--- config.mk ---
export PLATFORM = sky130hd
export DESIGN_NAME = demux1_3
export DESIGN_NICKNAME = d
export VERILOG_FILES = /design/src/rtl/demux1_3.sv
export SDC_FILE = /design/constraint.sdc
export NUM_CORES = 1
export LEC_CHECK = 0
export ABC_AREA = 1
export ABC_CLOCK_PERIOD_IN_PS = 1300
export CAP_MARGIN = 5
export CORE_MARGIN = 10
export CORE_UTILIZATION = 39
export CTS_CLUSTER_SIZE = 20
export DETAILED_ROUTE_END_ITERATION = 6
export GPL_TIMING_DRIVEN = 0
export PLACE_DENSITY = 0.76
export SLEW_MARGIN = 20
export SYNTH_ARGS = -nofsm -noshare
export SYNTH_HDL_FRONTEND = slang
export SYNTH_SLANG_ARGS = --single-unit
--- constraint.sdc ---
create_clock -name clk -period 1.3 [get_ports clk]
set_input_delay 0.26 -clock clk [delete_from_list [all_inputs] [get_ports clk]]
set_output_delay 0.26 -clock clk [all_outputs]
set_load 0.005 [all_outputs]
--- src/rtl/demux1_3.sv ---
// One-deep registered 1:3 demultiplexer with valid/ready handshakes,
// a sticky illegal-select flag and saturating per-port delivery counters.
module demux1_3 #(
   parameter int DW = 19
) (
   input  logic          clk,
   input  logic          rst_n,
   input  logic [DW-1:0] in_data,
   input  logic [1:0]    in_sel,
   input  logic          in_valid,
   output logic          in_ready,
   output logic [DW-1:0] a_data,
   output logic [DW-1:0] b_data,
   output logic [DW-1:0] c_data,
   output logic          a_valid,
   output logic          b_valid,
   output logic          c_valid,
   input  logic          a_ready,
   input  logic          b_ready,
   input  logic          c_ready,
   input  logic          err_clr,
   output logic          sel_err,
   output logic [7:0]    a_cnt,
   output logic [7:0]    b_cnt,
   output logic [7:0]    c_cnt
);

   typedef enum logic {
      EMPTY = 1'b0,
      FULL  = 1'b1
   } state_t;

   state_t state;
   state_t state_nx;

   // Destination is kept one-hot: bit0=a, bit1=b, bit2=c.
   logic [2:0]    dest;
   logic [2:0]    dest_dec;
   logic [DW-1:0] data_q;
   logic [2:0]    rdy_vec;
   logic [2:0]    vld_vec;
   logic          sel_rdy;
   logic          accept;
   logic          deliver;
   logic          illegal;
   logic [7:0]    cnt [3];

   assign rdy_vec = {c_ready, b_ready, a_ready};
   assign sel_rdy = |(dest & rdy_vec);
   assign accept  = in_valid && in_ready;
   assign deliver = (state == FULL) && sel_rdy;
   assign illegal = accept && (in_sel == 2'b10);

   always_comb begin
      dest_dec = 3'b001;
      unique case (in_sel)
         2'b00:   dest_dec = 3'b001;
         2'b01:   dest_dec = 3'b010;
         2'b11:   dest_dec = 3'b100;
         default: dest_dec = 3'b001;
      endcase
   end

   always_ff @(posedge clk or negedge rst_n) begin
      if (!rst_n) begin
         state <= EMPTY;
      end else begin
         state <= state_nx;
      end
   end

   always_comb begin
      state_nx = state;
      unique case (state)
         EMPTY: if (accept) state_nx = FULL;
         FULL:  if (deliver && !accept) state_nx = EMPTY;
      endcase
   end

   // in_ready passes the selected port's ready straight through when FULL.
   always_comb begin
      in_ready = 1'b0;
      vld_vec  = 3'b000;
      if (rst_n) begin
         unique case (state)
            EMPTY: in_ready = 1'b1;
            FULL: begin
               in_ready = sel_rdy;
               vld_vec  = dest;
            end
         endcase
      end
   end

   assign a_valid = vld_vec[0];
   assign b_valid = vld_vec[1];
   assign c_valid = vld_vec[2];
   assign a_data  = data_q;
   assign b_data  = data_q;
   assign c_data  = data_q;

   always_ff @(posedge clk or negedge rst_n) begin
      if (!rst_n) begin
         dest   <= 3'b000;
         data_q <= '0;
      end else if (accept) begin
         dest   <= dest_dec;
         data_q <= in_data;
      end
   end

   // A same-cycle illegal accept wins over err_clr.
   always_ff @(posedge clk or negedge rst_n) begin
      if (!rst_n) begin
         sel_err <= 1'b0;
      end else if (illegal) begin
         sel_err <= 1'b1;
      end else if (err_clr) begin
         sel_err <= 1'b0;
      end
   end

   always_ff @(posedge clk or negedge rst_n) begin
      if (!rst_n) begin
         for (int i = 0; i < 3; i++) begin
            cnt[i] <= 8'd0;
         end
      end else begin
         for (int i = 0; i < 3; i++) begin
            if (deliver && dest[i] && (cnt[i] != 8'hff)) begin
               cnt[i] <= cnt[i] + 8'd1;
            end
         end
      end
   end

   assign a_cnt = cnt[0];
   assign b_cnt = cnt[1];
   assign c_cnt = cnt[2];

endmodule

==> run metrics <==
status=finished with violations; failing checks=setup timing; Primary FF master, synth=dfrtp_1; number of synthesized flops with an enable pin=0; WHS Endpoint=a_data[13]; crit path DAT=1190 ps; Antenna Violating Nets Remaining=0; die height=105 um; HP Class=input pin to flop; utilization after layout=73.2%; hold path startpoint=rst_n; vias per cell=4.72; CTS clk-pin slew, worst paths=100 ps; Register-to-Register Path Depth=9; layout cells sized above 1=40.4%; first drt pass iteration count=4; num rows=30; Slew @ Worst Pin=437 ps; Die X-Extent=105 um; Reg2Reg Setup Slack=-50 ps; fin crit share=112%; Starting DRT DRC Count=114; area share of the largest cell type after synthesis=42.8%; max_slew headroom=70.9%; Hold Vio Cnt, Final=0; area share of fa/ha/maj cells after synthesis=1.34%; Synth Area in Compound Gates=1.96%; sequential-to-total area share from yosys stat=42.8%; Ys Warns=0; post-synthesis simple-gate area fraction=35.6%; Synth Area in XOR/XNOR=2.81%; Hold Slack=406 ps; largest family of logic cells by synthesized area=simple AND/OR/NAND/NOR gates; Wirelength per Cell=14.7 um; mux cell area share after synthesis=0%; synth top area cells=dfrtp_1, nand2_1, buf_4, nand4_1, inv_1; Finished Layout Cells=651; clk buf depth=2; GRT overflow=0; crit path launch type=flop; Hold Path Depth=4; Post-DP Area=4080 sq um; clk_lat worst skew=300 ps; final instance area=5050 sq um; full die area=11000 sq um; Power Dens Cells=1830 nW/um^2; GP Congestion=0.832; WL final=9550 um; syn nets=400; DR DRC count=0; H-tree Lvls=2; CP max FO=4; FF-to-FF End=a_cnt[2]; clock buffer count from CTS=5; multi-input logic area=1320 sq um; mean cell area of the mapped netlist=7.60 sq um; Placed Instances=579; Layout Area Growth over Synthesis=80.2%; Layout fillers=518; RSZ-0062 raised after global routing=yes; Fmax=690 MHz; clock sinks=48; IO Count=114; Total GRT Usage=16.8%; worst vdd ir=1200 uV; Max Slew Vio Count=0; DR vias=3075; cell taking the most area after synthesis=dfrtp_1; crit path capture type=primary output; dpl hpwl=6160 um; Root Buffer=clkbuf_8; diodes inserted=0; Gate Count Post-Synth=369; launching point of the worst reg2reg path=a_cnt[1]; WS Path Type=flop to primary output; Leak Pwr=2.71 nW; vias in the first global route=3193; post-layout net count=585; most instantiated cells after synthesis=nand2_1, dfrtp_1, buf_4; Max Cap Viol=0; core area=6910 sq um; sequential cell area=1210 sq um; Seq cells post-synth=48; Final min period=1450 ps; antenna violations before repair=0; CP required=1040 ps; Clock Skew=9.02 ps; Worst Slack Setup Final=-150 ps; CTS tree=done; most common cell in the netlist=nand2_1; largest net degree at the start of global routing=26; Distinct cells, synth=20; setup violators final=41; synthesized area=2800 sq um; initial cell density of the core=40.6%; PortBufs=113; first-pass GRT wire length=15600 um; async set-reset flop share out of synthesis=100%
metal layers:
metal  part of all wire, %  GRT usage [%]  vias to the layer above
li1                      -              -                     1498
met1                    37           17.2                     1464
met2                    53           30.6                      101
met3                   8.8           7.19                       12
met4                   1.4           4.12                        0
met5                     0              0                        -
cell families after synthesis:
family | count (synthesis)
XOR/XNOR | 9
AND/OR/NAND/NOR | 224
flip-flops | 48
AO/OA/AOI/OAI | 11
buffers and inverters | 74
adder cells (fa/ha/maj) | 3
sequential cells by signal, indices dropped and copies added, names as in the netlist:
register / count
sel_err: 1
b_cnt: 8
a_data: 19
state: 1
dest: 3
a_cnt: 8
c_cnt: 8
worst max path at each step:
stage              from  slack, ps  endpoint  cells after the start
2_1_floorplan  a_cnt[0]         10  a_cnt[0]                      7
3_3_place_gp      rst_n      -2520   a_valid                      5
3_5_place_dp      rst_n       -780   a_valid                      5
4_1_cts         dest[2]       -150   c_valid                      4
5_1_grt         dest[2]       -200  in_ready                      4
6_report        dest[2]       -150   c_valid                      4
repair_timing:
item                                   4_1_cts  5_1_grt
pin swaps                                   12       22
endpoints found under the hold margin       23       23
setup endpoints to repair                  130       94
gates cloned                                 1        0
buffers inserted                            65       11
resized for setup                          309       85
cell type report:
type	count	area share (%)
clock buffer	5	1.36
timing repair buffer	189	36.1
inverter	26	1.98
buffer	36	7.18
clock inverter	3	0.941
multi-input combinational	248	26.2
tap	96	2.38
sequential	48	23.9
through the flow:
| stage | worst slack, ps | total power, mW | TNS, ps |
|---|---|---|---|
| after floorplan | 13.3 | 4.08 | 0 |
| after global placement | -2520 | 6.38 | -138690 |
| after detailed placement | -775 | 6.48 | -19680 |
| after CTS | -155 | 8.68 | -1410 |
| after global routing | -202 | 9.86 | -4330 |
| final | -150 | 9.22 | -981 |
power by group:
group	total, mW	internal, mW	switching (mW)
clock	1.11	0.580	0.533
combinational	5.77	3.60	2.17
sequential	2.34	1.93	0.411
placed cells by master, fill, tap and decap left out, drive strengths merged:
cell           instances
clkdlybuf4s15          7
nand2                160
dlygate4sd2           33
clkbuf                12
clkinv                 2
dfrtp                 48
xnor2                  2
nand3                 10
clkdlybuf4s50         26
buf                  151
nor2                  22
bufinv                 1
and2                   1
o21ai                 11
xor2                   7
ha                     3
nand4                 28
inv                   26
dlygate4sd3            1
nand3b                 4
critical path: stages, from the launching register on:
cell	delay, ps
dfrtp_1	400
buf_6	140
inv_1	40
nor2_1	90
clkdlybuf4s15_2	220
(Power assumes the default switching activity.)
==> RTL change, RTL diff (same settings) <==
Register the outputs `a_cnt`, `b_cnt` and `c_cnt`, with the module's reset; this adds one clock of latency there. The other outputs are not delayed to match.
--- a/src/rtl/demux1_3.sv
+++ b/src/rtl/demux1_3.sv
@@ -134,9 +134,17 @@
       end
    end
 
-   assign a_cnt = cnt[0];
-   assign b_cnt = cnt[1];
-   assign c_cnt = cnt[2];
+   always_ff @(posedge clk or negedge rst_n) begin
+      if (!rst_n) begin
+         a_cnt <= '0;
+         b_cnt <= '0;
+         c_cnt <= '0;
+      end else begin
+         a_cnt <= cnt[0];
+         b_cnt <= cnt[1];
+         c_cnt <= cnt[2];
+      end
+   end
 
 endmodule
 
Formal check against the unedited RTL: not equivalent (a bounded check fails within 4 cycles, from zero or initial values and one cycle with rst_n low).
==> RTL change against the original RTL <==
The flow still finishes with violations (setup timing); total power up 15%; sequential cell count up 24; clock skew up 3.7 ps; utilization down 8.6 points; critical path depth unchanged; synthesized cell count up 7.0%; final area up 10%; synthesized area up 22%; global-route usage down 1.7 points; worst setup slack worse by 45 ps; routed wire length up 9.1%; sequential share of layout area up 8.7 points; critical endpoint is now in_ready.
==> RTL change: results (changes against the original RTL) <==
{| class="wikitable"
! Metric !! Value
|-
| Sequential cell area fraction in the yosys report || 0.5248 (was 0.4284)
|-
| Net count after synthesis || 426 (was 400)
|-
| Global-route wire length before repair || 15,850 um (was 15,550 um)
|-
| Final critical-path setup slack || -194.9 ps (was -150.2 ps)
|-
| Post-placement setup slack || -707.4 ps (was -775.3 ps)
|-
| Complex-gate fraction of the synthesized area || 0.02915 (was 0.01963)
|-
| Number of standard cells after synthesis || 395 (was 369)
|-
| Met3 capacity usage during global routing || 0.07507 (was 0.07187)
|-
| Met2 wire length || 5370 um (was 5069 um)
|-
| Final non-filler cell area || 5577 um2 (was 5052 um2)
|-
| Adder-cell share of the synthesized area || 0.01093 (was 0.01339)
|-
| Clk_skew || 12.75 ps (was 9.022 ps)
|-
| Clk_lat worst skew || 350 ps (was 300 ps)
|-
| Non-clock buffer count || 205 (was 225)
|-
| Share of cell area taken by flip-flops and latches || 0.3265 (was 0.2392)
|-
| Top cell types by occurrence after synthesis || 150 x nand2_1, 72 x dfrtp_1, 40 x buf_4, 27 x nand4_1, 26 x inv_1 (was 157 x nand2_1, 48 x dfrtp_1, 40 x buf_4, 27 x nand4_1, 26 x inv_1)
|-
| Flip-flop and latch power || 3430 uW (was 2340 uW)
|-
| Total wire length after detailed routing || 10,410 um (was 9547 um)
|-
| Maximum vdd drop || 1061 uV (was 1200 uV)
|-
| Clock buffers created by TritonCTS || 9 (was 5)
|-
| Slowest Stage Delay on Critical Path || 430 ps (was 400 ps)
|-
| Outcome || finished, violations left (unchanged)
|-
| Setup-violating endpoint count in the final report || 30 (was 41)
|-
| M1 wire length || 3844 um (was 3499 um)
|-
| Violations in the final reports || setup timing (unchanged)
|-
| GRT met2 Usage || 0.2558 (was 0.3065)
|-
| Number of DRC markers after the initial detailed-route iteration || 126 (was 114)
|-
| Yosys reg bits || 72 (was 48)
|-
| Met1 usage in global routing || 0.1560 (was 0.1717)
|}
-- RTL change: what timing repair did --
item	4_1_cts	5_1_grt
gates resized for setup	299	114
endpoints found under the hold margin	33	0
pin swaps	14	32
gates cloned	2	2
hold buffers	2	0
buffers inserted	35	13
setup endpoints to repair	130	93
-- RTL change: worst paths after layout --
| check | to | slack (ps) | startpoint | cells after the start |
|---|---|---|---|---|
| worst min-delay path | a_data[1] | 370 | rst_n | 4 |
| max in group asynchronous | cnt[12] | 510 | rst_n | 3 |
| min in group asynchronous | c_cnt[7] | 560 | rst_n | 3 |
| worst max register to register | dest[1] | -120 | state | 8 |
| worst min register to register | a_cnt[3] | 380 | cnt[19] | 0 |
| worst max-delay path | in_ready | -190 | dest[0] | 4 |
-- RTL change: cell families (layout without fill, tap and decap cells) --
group / count (synthesis) / after routing
flops: 72 / 72
buf+inv: 75 / 247
fa+ha+maj: 3 / 3
simple gates: 216 / 218
xor+xnor: 9 / 9
compound gates: 20 / 20
